==> src/rtl/select_ctrl_param.sv <==
// Flood-It setup/selection controller: debounced button setup, board-init and
// begin-game handshakes, switch-driven colour selection and tries budgeting.
module select_ctrl_param #(
  parameter int MAX_COLORS      = 8,
  parameter int COLOR_MIN       = 3,
  parameter int SIZE_MIN        = 2,
  parameter int SIZE_MAX        = 26,
  parameter int SIZE_STEP       = 4,
  parameter int SIZE_DEF        = 14,
  parameter int COLOR_DEF       = 6,
  parameter int DEBOUNCE_CYCLES = 1000000,
  parameter int TRY_W           = 8
) (
  input  logic                          MASTER_CLOCK,
  input  logic                          RESET,
  input  logic                          UP,
  input  logic                          DOWN,
  input  logic                          LEFT,
  input  logic                          RIGHT,
  input  logic                          CENTER,
  input  logic [MAX_COLORS-1:0]         sw,
  input  logic                          BOARD_READY,
  input  logic                          INITIALIZED,
  input  logic                          ACK_BEGIN_GAME,
  input  logic                          CURRENTLY_CHANGING_COLOR,
  input  logic                          GAME_WON,
  output logic                          INITIALIZE_BOARD,
  output logic                          BEGIN_GAME,
  output logic                          COLOR_SEL_SIG,
  output logic [$clog2(MAX_COLORS)-1:0] COLOR_SELECTED,
  output logic [4:0]                    SIZE,
  output logic [4:0]                    final_SIZE,
  output logic [3:0]                    COLOR_NUM,
  output logic [3:0]                    final_COLOR_NUM,
  output logic                          sORc,
  output logic                          MODE,
  output logic [TRY_W-1:0]              TRIES,
  output logic [TRY_W-1:0]              TOTAL_TRIES,
  output logic                          GAME_OVER,
  output logic                          GAME_LOST
);

  localparam int CSW   = $clog2(MAX_COLORS);
  localparam int CNT_W = (DEBOUNCE_CYCLES > 1) ? $clog2(DEBOUNCE_CYCLES) : 1;
  localparam logic [CNT_W-1:0] CNT_LAST = CNT_W'(DEBOUNCE_CYCLES - 1);
  localparam logic [4:0] SZ_MIN  = 5'(SIZE_MIN);
  localparam logic [4:0] SZ_MAX  = 5'(SIZE_MAX);
  localparam logic [4:0] SZ_STEP = 5'(SIZE_STEP);
  localparam logic [4:0] SZ_DEF  = 5'(SIZE_DEF);
  localparam logic [3:0] CN_MIN  = 4'(COLOR_MIN);
  localparam logic [3:0] CN_MAX  = 4'(MAX_COLORS);
  localparam logic [3:0] CN_DEF  = 4'(COLOR_DEF);

  typedef enum logic [2:0] {
    S_BOOT, S_SETUP, S_INIT, S_BEGIN, S_PLAY, S_SEL, S_WAITC, S_OVER
  } state_t;

  function automatic logic [TRY_W-1:0] budget(input logic [4:0] s, input logic [3:0] c);
    logic [15:0] p;
    p = 16'(s) * 16'(c) * 16'd19;
    return TRY_W'(p >> 6);
  endfunction

  // Button conditioning: index 0..4 = UP, DOWN, LEFT, RIGHT, CENTER.
  logic [4:0]       btn_raw, btn_s1_q, btn_s2_q, lvl_q, lvl_prev_q, press_q;
  logic [CNT_W-1:0] db_cnt_q [5];

  assign btn_raw = {CENTER, RIGHT, LEFT, DOWN, UP};

  always_ff @(posedge MASTER_CLOCK or posedge RESET) begin
    if (RESET) begin
      btn_s1_q   <= '0;
      btn_s2_q   <= '0;
      lvl_q      <= '0;
      lvl_prev_q <= '0;
      press_q    <= '0;
      for (int unsigned i = 0; i < 5; i++) db_cnt_q[i] <= '0;
    end else begin
      btn_s1_q   <= btn_raw;
      btn_s2_q   <= btn_s1_q;
      lvl_prev_q <= lvl_q;
      press_q    <= lvl_q & ~lvl_prev_q;
      for (int unsigned i = 0; i < 5; i++) begin
        if (btn_s2_q[i] == lvl_q[i]) begin
          db_cnt_q[i] <= '0;
        end else if (db_cnt_q[i] == CNT_LAST) begin
          lvl_q[i]    <= btn_s2_q[i];
          db_cnt_q[i] <= '0;
        end else begin
          db_cnt_q[i] <= db_cnt_q[i] + 1'b1;
        end
      end
    end
  end

  logic btn_up, btn_dn, btn_lt, btn_rt, btn_ct;
  assign {btn_ct, btn_rt, btn_lt, btn_dn, btn_up} = press_q;

  // Switch toggle detection; sw_prev follows the synchronised switches every cycle.
  logic [MAX_COLORS-1:0] sw_s1_q, sw_s2_q, sw_prev_q;
  logic                  tog_hit;
  logic [CSW-1:0]        tog_idx;

  always_ff @(posedge MASTER_CLOCK or posedge RESET) begin
    if (RESET) begin
      sw_s1_q   <= '0;
      sw_s2_q   <= '0;
      sw_prev_q <= '0;
    end else begin
      sw_s1_q   <= sw;
      sw_s2_q   <= sw_s1_q;
      sw_prev_q <= sw_s2_q;
    end
  end

  logic [3:0] fcn_q;

  always_comb begin
    tog_hit = 1'b0;
    tog_idx = '0;
    for (int unsigned i = 0; i < MAX_COLORS; i++) begin
      if (!tog_hit && (sw_s2_q[i] != sw_prev_q[i]) && (i < 32'(fcn_q))) begin
        tog_hit = 1'b1;
        tog_idx = CSW'(i);
      end
    end
  end

  state_t           state_q, state_d;
  logic [4:0]       size_q, size_d, fsize_q, fsize_d;
  logic [3:0]       cn_q, cn_d, fcn_d;
  logic             sorc_q, sorc_d, mode_q, mode_d, over_q, over_d, lost_q, lost_d;
  logic [TRY_W-1:0] tries_q, tries_d, total_q, total_d;
  logic [CSW-1:0]   csel_q, csel_d;

  always_ff @(posedge MASTER_CLOCK or posedge RESET) begin
    if (RESET) begin
      state_q <= S_BOOT;
      size_q  <= SZ_DEF;
      fsize_q <= SZ_DEF;
      cn_q    <= CN_DEF;
      fcn_q   <= CN_DEF;
      sorc_q  <= 1'b0;
      mode_q  <= 1'b1;
      tries_q <= '0;
      total_q <= budget(SZ_DEF, CN_DEF);
      over_q  <= 1'b0;
      lost_q  <= 1'b0;
      csel_q  <= '0;
    end else begin
      state_q <= state_d;
      size_q  <= size_d;
      fsize_q <= fsize_d;
      cn_q    <= cn_d;
      fcn_q   <= fcn_d;
      sorc_q  <= sorc_d;
      mode_q  <= mode_d;
      tries_q <= tries_d;
      total_q <= total_d;
      over_q  <= over_d;
      lost_q  <= lost_d;
      csel_q  <= csel_d;
    end
  end

  always_comb begin
    state_d = state_q;
    size_d  = size_q;
    fsize_d = fsize_q;
    cn_d    = cn_q;
    fcn_d   = fcn_q;
    sorc_d  = sorc_q;
    mode_d  = mode_q;
    tries_d = tries_q;
    total_d = total_q;
    over_d  = over_q;
    lost_d  = lost_q;
    csel_d  = csel_q;
    unique case (state_q)
      S_BOOT: state_d = INITIALIZED ? S_PLAY : S_INIT;
      S_SETUP: begin
        if (btn_up) begin
          if (sorc_q) size_d = (size_q >= SZ_MAX) ? SZ_MIN : size_q + SZ_STEP;
          else        cn_d   = (cn_q >= CN_MAX)   ? CN_MIN : cn_q + 4'd1;
        end else if (btn_dn) begin
          if (sorc_q) size_d = (size_q <= SZ_MIN) ? SZ_MAX : size_q - SZ_STEP;
          else        cn_d   = (cn_q <= CN_MIN)   ? CN_MAX : cn_q - 4'd1;
        end
        if (btn_lt) sorc_d = ~sorc_q;
        // CENTER latches the pre-edit setup values when pressed together with UP/DOWN.
        if (btn_rt) begin
          if (INITIALIZED) begin
            state_d = S_PLAY;
            mode_d  = 1'b1;
          end
        end else if (btn_ct) begin
          fsize_d = size_q;
          fcn_d   = cn_q;
          total_d = budget(size_q, cn_q);
          state_d = S_INIT;
        end
      end
      S_INIT:  if (BOARD_READY) state_d = S_BEGIN;
      S_BEGIN: begin
        if (ACK_BEGIN_GAME) begin
          tries_d = '0;
          over_d  = 1'b0;
          lost_d  = 1'b0;
          mode_d  = 1'b1;
          state_d = S_PLAY;
        end
      end
      S_PLAY: begin
        if (tog_hit) begin
          csel_d  = tog_idx;
          if (tries_q != '1) tries_d = tries_q + 1'b1;
          state_d = S_SEL;
        end else if (btn_rt) begin
          mode_d  = 1'b0;
          state_d = S_SETUP;
        end else if (btn_ct) begin
          state_d = S_INIT;
        end
      end
      S_SEL: if (CURRENTLY_CHANGING_COLOR) state_d = S_WAITC;
      S_WAITC: begin
        if (!CURRENTLY_CHANGING_COLOR) begin
          if (GAME_WON) begin
            over_d  = 1'b1;
            lost_d  = 1'b0;
            state_d = S_OVER;
          end else if (tries_q >= total_q) begin
            over_d  = 1'b1;
            lost_d  = 1'b1;
            state_d = S_OVER;
          end else begin
            state_d = S_PLAY;
          end
        end
      end
      S_OVER: begin
        if (btn_rt) begin
          mode_d  = 1'b0;
          state_d = S_SETUP;
        end else if (btn_ct) begin
          state_d = S_INIT;
        end
      end
      default: state_d = S_BOOT;
    endcase
  end

  assign INITIALIZE_BOARD = (state_q == S_INIT);
  assign BEGIN_GAME       = (state_q == S_BEGIN);
  assign COLOR_SEL_SIG    = (state_q == S_SEL);
  assign COLOR_SELECTED   = csel_q;
  assign SIZE             = size_q;
  assign final_SIZE       = fsize_q;
  assign COLOR_NUM        = cn_q;
  assign final_COLOR_NUM  = fcn_q;
  assign sORc             = sorc_q;
  assign MODE             = mode_q;
  assign TRIES            = tries_q;
  assign TOTAL_TRIES      = total_q;
  assign GAME_OVER        = over_q;
  assign GAME_LOST        = lost_q;

endmodule

==> config.mk <==
export PLATFORM = sky130hd
export DESIGN_NAME = select_ctrl_param
export DESIGN_NICKNAME = d
export VERILOG_FILES = /design/src/rtl/select_ctrl_param.sv
export SDC_FILE = /design/constraint.sdc
export NUM_CORES = 1
export LEC_CHECK = 0
export CORE_ASPECT_RATIO = 2
export CORE_UTILIZATION = 30
export CTS_CLUSTER_DIAMETER = 30
export DETAILED_ROUTE_END_ITERATION = 8
export PLACE_DENSITY_LB_ADDON = 0.15
export SLEW_MARGIN = 20
export SYNTH_ARGS = -nofsm -noshare
export SYNTH_HDL_FRONTEND = slang
export SYNTH_SLANG_ARGS = --single-unit
==> constraint.sdc <==
create_clock -name MASTER_CLOCK -period 9.2 [get_ports MASTER_CLOCK]
set_input_delay 2.3 -clock MASTER_CLOCK [delete_from_list [all_inputs] [get_ports MASTER_CLOCK]]
set_output_delay 2.3 -clock MASTER_CLOCK [all_outputs]
set_load 0.02 [all_outputs]
==> qor.json <==
{
  "post-synth-top-count-cell": {"value": "sky130_fd_sc_hd__dfrtp_1"},
  "die_x_extent": {"value": 130, "unit": "um"},
  "slew_headroom": {"value": 40.6, "unit": "%"},
  "antennaDiodeCount": {"value": 0},
  "finalSetupViolations": {"value": 0},
  "root_buffer": {"value": "sky130_fd_sc_hd__clkbuf_16"},
  "die_area": {"value": 33700, "unit": "um^2"},
  "initial_antenna_violation_count": {"value": 0},
  "crit_chain": {"value": "nand2_1, fa_1, inv_1, fa_1, ha_1, nor2b_1, o31a_1, o211a_1, or3_1, inv_2, fa_1, inv_1, ha_1, a21o_1, a21oi_1, nand2_1, o211ai_1, a21oi_1, mux2_2"},
  "ioPinCount": {"value": 64},
  "post_route_cells_drive_above_1_share": {"value": 6.31, "unit": "%"},
  "cts_post_setup_buffers_inserted": {"value": 0},
  "arrival": {"value": 5.58, "unit": "ns"},
  "clock_tree_buffer_depth": {"value": 2},
  "wl": {"value": 22300, "unit": "um"},
  "synth-edff-count": {"value": 0},
  "synth_cell_type_count": {"value": 72},
  "critPathLaunch": {"value": "COLOR_NUM[2]"},
  "grt_remaining_overflow": {"value": 0},
  "cts_made_buffers": {"value": 17},
  "final_period_minus_worst_setup_slack": {"value": 5.25, "unit": "ns"},
  "worst_path_dominant_cell_family": {"value": "adder cells"},
  "synth.top_cells.by_count": {"value": "sky130_fd_sc_hd__dfrtp_1 (178), sky130_fd_sc_hd__nor2_1 (123), sky130_fd_sc_hd__nand2_1 (87)"},
  "worst_path_largest_cell_delay": {"value": 0.64, "unit": "ns"},
  "cts_htree_levels": {"value": 4},
  "detailroute.via_count": {"value": 7158},
  "worst-setup-path-type": {"value": "flop to flop"},
  "numPortBuffers": {"value": 61},
  "post_synth_instance_area": {"value": 9860, "unit": "um^2"},
  "cp_slowest_cell": {"value": "sky130_fd_sc_hd__dfstp_2"},
  "syn_area_per_cell": {"value": 9.92, "unit": "um^2"},
  "hold_class": {"value": "flop to flop"},
  "fin_nets": {"value": 1128},
  "cts.clk_slew.worst_paths": {"value": 0.07, "unit": "ns"},
  "totalPowerFinal": {"value": 1.81, "unit": "mW"},
  "maxCapViolCount": {"value": 0},
  "crit_path_frequent_cell": {"value": "sky130_fd_sc_hd__fa_1"},
  "vias_per_cell": {"value": 4.81},
  "grt_pass1_vias": {"value": 7526},
  "placementRows": {"value": 93},
  "hold_viol_final": {"value": 0},
  "critical_path_stages": {"value": 19},
  "dpl.hpwl": {"value": 16200, "unit": "um"},
  "dieHeight": {"value": 258, "unit": "um"},
  "holdBufCountCts": {"value": 0},
  "globalplace.congestion": {"value": 0.797},
  "setup_tns_final": {"value": 0, "unit": "ns"},
  "initial_utilization": {"value": 30.6, "unit": "%"},
  "grt_setup_unrepaired": {"value": "false"},
  "multi_input_area": {"value": 4740, "unit": "um^2"},
  "outcome": {"value": "completed"},
  "number_of_cells_upsized_or_downsized_after_cts": {"value": 0},
  "antenna_violating_nets_post_route": {"value": 0},
  "power_density_normalized_to_cell_area": {"value": 157, "unit": "nW/um^2"},
  "critPathBufInv": {"value": 3},
  "drt-wirelength-per-cell": {"value": 15.0, "unit": "um"},
  "gate_count_after_technology_mapping": {"value": 994},
  "post_route_fraction_of_the_period_consumed_by_the_critical_path": {"value": 57.1, "unit": "%"},
  "worst_skew_pair.late_latency": {"value": 0.45, "unit": "ns"},
  "route.detailed.drc": {"value": 0},
  "postLayoutCellArea": {"value": 11500, "unit": "um^2"},
  "highest_clock_frequency_the_design_can_meet": {"value": 0.191, "unit": "GHz"},
  "yosysWarnings": {"value": 0},
  "layout-area-overhead-vs-synth": {"value": 16.8, "unit": "%"},
  "worst_hold_path.num_cells": {"value": 0},
  "setup_crit_end_kind": {"value": "flop"},
  "clock_skew": {"value": 0.00865, "unit": "ns"},
  "leakagePower": {"value": 5.03, "unit": "nW"},
  "core_area": {"value": 32200, "unit": "um^2"},
  "tightestPinTransition": {"value": 0.891, "unit": "ns"},
  "synth-main-ff-cell": {"value": "sky130_fd_sc_hd__dfrtp_1"},
  "async_reset_ff_share": {"value": 100, "unit": "%"},
  "pin_count_of_the_biggest_net_entering_global_routing": {"value": 123},
  "r2r-start": {"value": "COLOR_NUM[2]"},
  "final-seq-area": {"value": 4800, "unit": "um^2"},
  "drt-pass1-iter-count": {"value": 4},
  "hold_path.startpoint": {"value": "sw_s1_q[2]"},
  "timing_max_transition_violations_final": {"value": 0},
  "worstSetupStartpointType": {"value": "flop"},
  "cts_tree": {"value": "built"},
  "rr_worst_depth": {"value": 19},
  "worst-endpoint-required": {"value": 9.53, "unit": "ns"},
  "filler_cell_count": {"value": 3297},
  "ys_ff_latch": {"value": 191},
  "peakVddDrop": {"value": 0.131, "unit": "mV"},
  "global_route_wire_length_before_repair": {"value": 37900, "unit": "um"},
  "gr-usage-all-layers": {"value": 14.6, "unit": "%"},
  "synthDominantCellAreaShare": {"value": 45.2, "unit": "%"},
  "placedInstanceArea": {"value": 10900, "unit": "um^2"},
  "post_synth_main_area_contributors": {"value": "sky130_fd_sc_hd__dfrtp_1 (45%), sky130_fd_sc_hd__ha_1 (6.2%), sky130_fd_sc_hd__nor2_1 (4.7%)"},
  "synth-seq-area-share": {"value": 48.6, "unit": "%"},
  "tritoncts_num_sinks": {"value": 191},
  "dr.first_iter.drc_count": {"value": 207},
  "synth_area_leader_cell": {"value": "sky130_fd_sc_hd__dfrtp_1"},
  "cp_max_fo": {"value": 12}
}
kinds of logic (layout without fill, tap and decap cells):
logic type / Yosys count / in the layout / synth area share (%)
other: 2 / 5 / 0.0761
AND/OR/NAND/NOR: 413 / 413 / 20.9
multiplexers: 12 / 12 / 1.34
flip-flops: 191 / 191 / 48.6
adder cells (fa/ha/maj): 58 / 58 / 8.04
XOR/XNOR: 97 / 97 / 8.61
buffers and inverters: 85 / 149 / 3.48
AO/OA/AOI/OAI: 136 / 136 / 8.93
final cells by class:
cell class,count,share of cell area [%]
well taps,427,4.64
repair buffers,62,5.36
flip-flops and latches,191,41.6
clock buffers,21,3.91
inverters,57,1.92
clock inverters,9,1.39
multi-input cells,721,41.2
per-stage QoR:
stage          instances  util [%]  hold slack [ns]  worst slack (ns)
6_report            1488      35.7            0.348              3.95
5_1_grt             1488      35.7            0.357              3.62
4_1_cts             1488      35.7            0.351              3.90
3_5_place_dp        1458      33.8            0.335              3.93
3_3_place_gp        1458      33.8            0.332              3.98
2_1_floorplan        997         -            0.331              1.72
sequential cells by signal, indices dropped and copies added, names as in the netlist, 8 cells and up:
signal,flops
db_cnt_q,100
sw_prev_q,8
TOTAL_TRIES,8
TRIES,8
sw_s2_q,8
sw_s1_q,8
worst paths after layout:
kind / to / slack, ns
max: TOTAL_TRIES[7] / 3.95
min: sw_s2_q[2] / 0.35
max reg2reg: TOTAL_TRIES[7] / 3.95
min reg2reg: sw_s2_q[2] / 0.35
max in group asynchronous: db_cnt_q[39] / 5.29
min in group asynchronous: db_cnt_q[87] / 2.41
routing by layer:
metal / share of wire, % / routed length (um) / global-route usage [%]
met1: 38 / 8470 / 15.2
met2: 57 / 12800 / 27.6
met3: 2.8 / 624 / 2.81
met4: 2.1 / 461 / 5.98
met5: 0 / 0 / 0
cell usage in the layout (no fill, tap or decap), types with 5 or more instances in the layout:
cell | Yosys | final
sky130_fd_sc_hd__xor2_1 | 48 | 48
sky130_fd_sc_hd__clkbuf_16 | 0 | 17
sky130_fd_sc_hd__dfrtp_1 | 178 | 178
sky130_fd_sc_hd__o21ai_0 | 42 | 42
sky130_fd_sc_hd__or4_1 | 5 | 5
sky130_fd_sc_hd__a21oi_1 | 37 | 37
sky130_fd_sc_hd__and4_1 | 8 | 8
sky130_fd_sc_hd__and2_1 | 12 | 12
sky130_fd_sc_hd__mux2_2 | 9 | 9
sky130_fd_sc_hd__inv_1 | 56 | 55
sky130_fd_sc_hd__conb_1 | 2 | 5
sky130_fd_sc_hd__fa_1 | 9 | 9
sky130_fd_sc_hd__xnor2_1 | 49 | 49
sky130_fd_sc_hd__nand4_1 | 15 | 15
sky130_fd_sc_hd__a21o_1 | 6 | 6
sky130_fd_sc_hd__nor2b_1 | 13 | 13
sky130_fd_sc_hd__a31oi_1 | 7 | 7
sky130_fd_sc_hd__and3_1 | 14 | 14
sky130_fd_sc_hd__nand2b_1 | 8 | 8
sky130_fd_sc_hd__clkdlybuf4s50_1 | 0 | 61
sky130_fd_sc_hd__nor4_1 | 10 | 10
sky130_fd_sc_hd__nand3_1 | 53 | 52
sky130_fd_sc_hd__nor3_1 | 23 | 23
sky130_fd_sc_hd__o211ai_1 | 6 | 6
sky130_fd_sc_hd__nor4b_1 | 5 | 5
sky130_fd_sc_hd__nand2_1 | 87 | 87
sky130_fd_sc_hd__o21a_1 | 5 | 5
sky130_fd_sc_hd__dfstp_2 | 13 | 13
sky130_fd_sc_hd__or3_1 | 19 | 19
sky130_fd_sc_hd__nor2_1 | 123 | 123
sky130_fd_sc_hd__ha_1 | 49 | 49
where the power goes:
part           switching (mW)  internal [mW]  total [mW]
Clock                   0.328          0.460       0.789
Sequential             0.0357          0.860       0.896
Combinational          0.0809         0.0478       0.129
Total                   0.445           1.37        1.81
No activity file was read; power rests on OpenSTA's default activity.
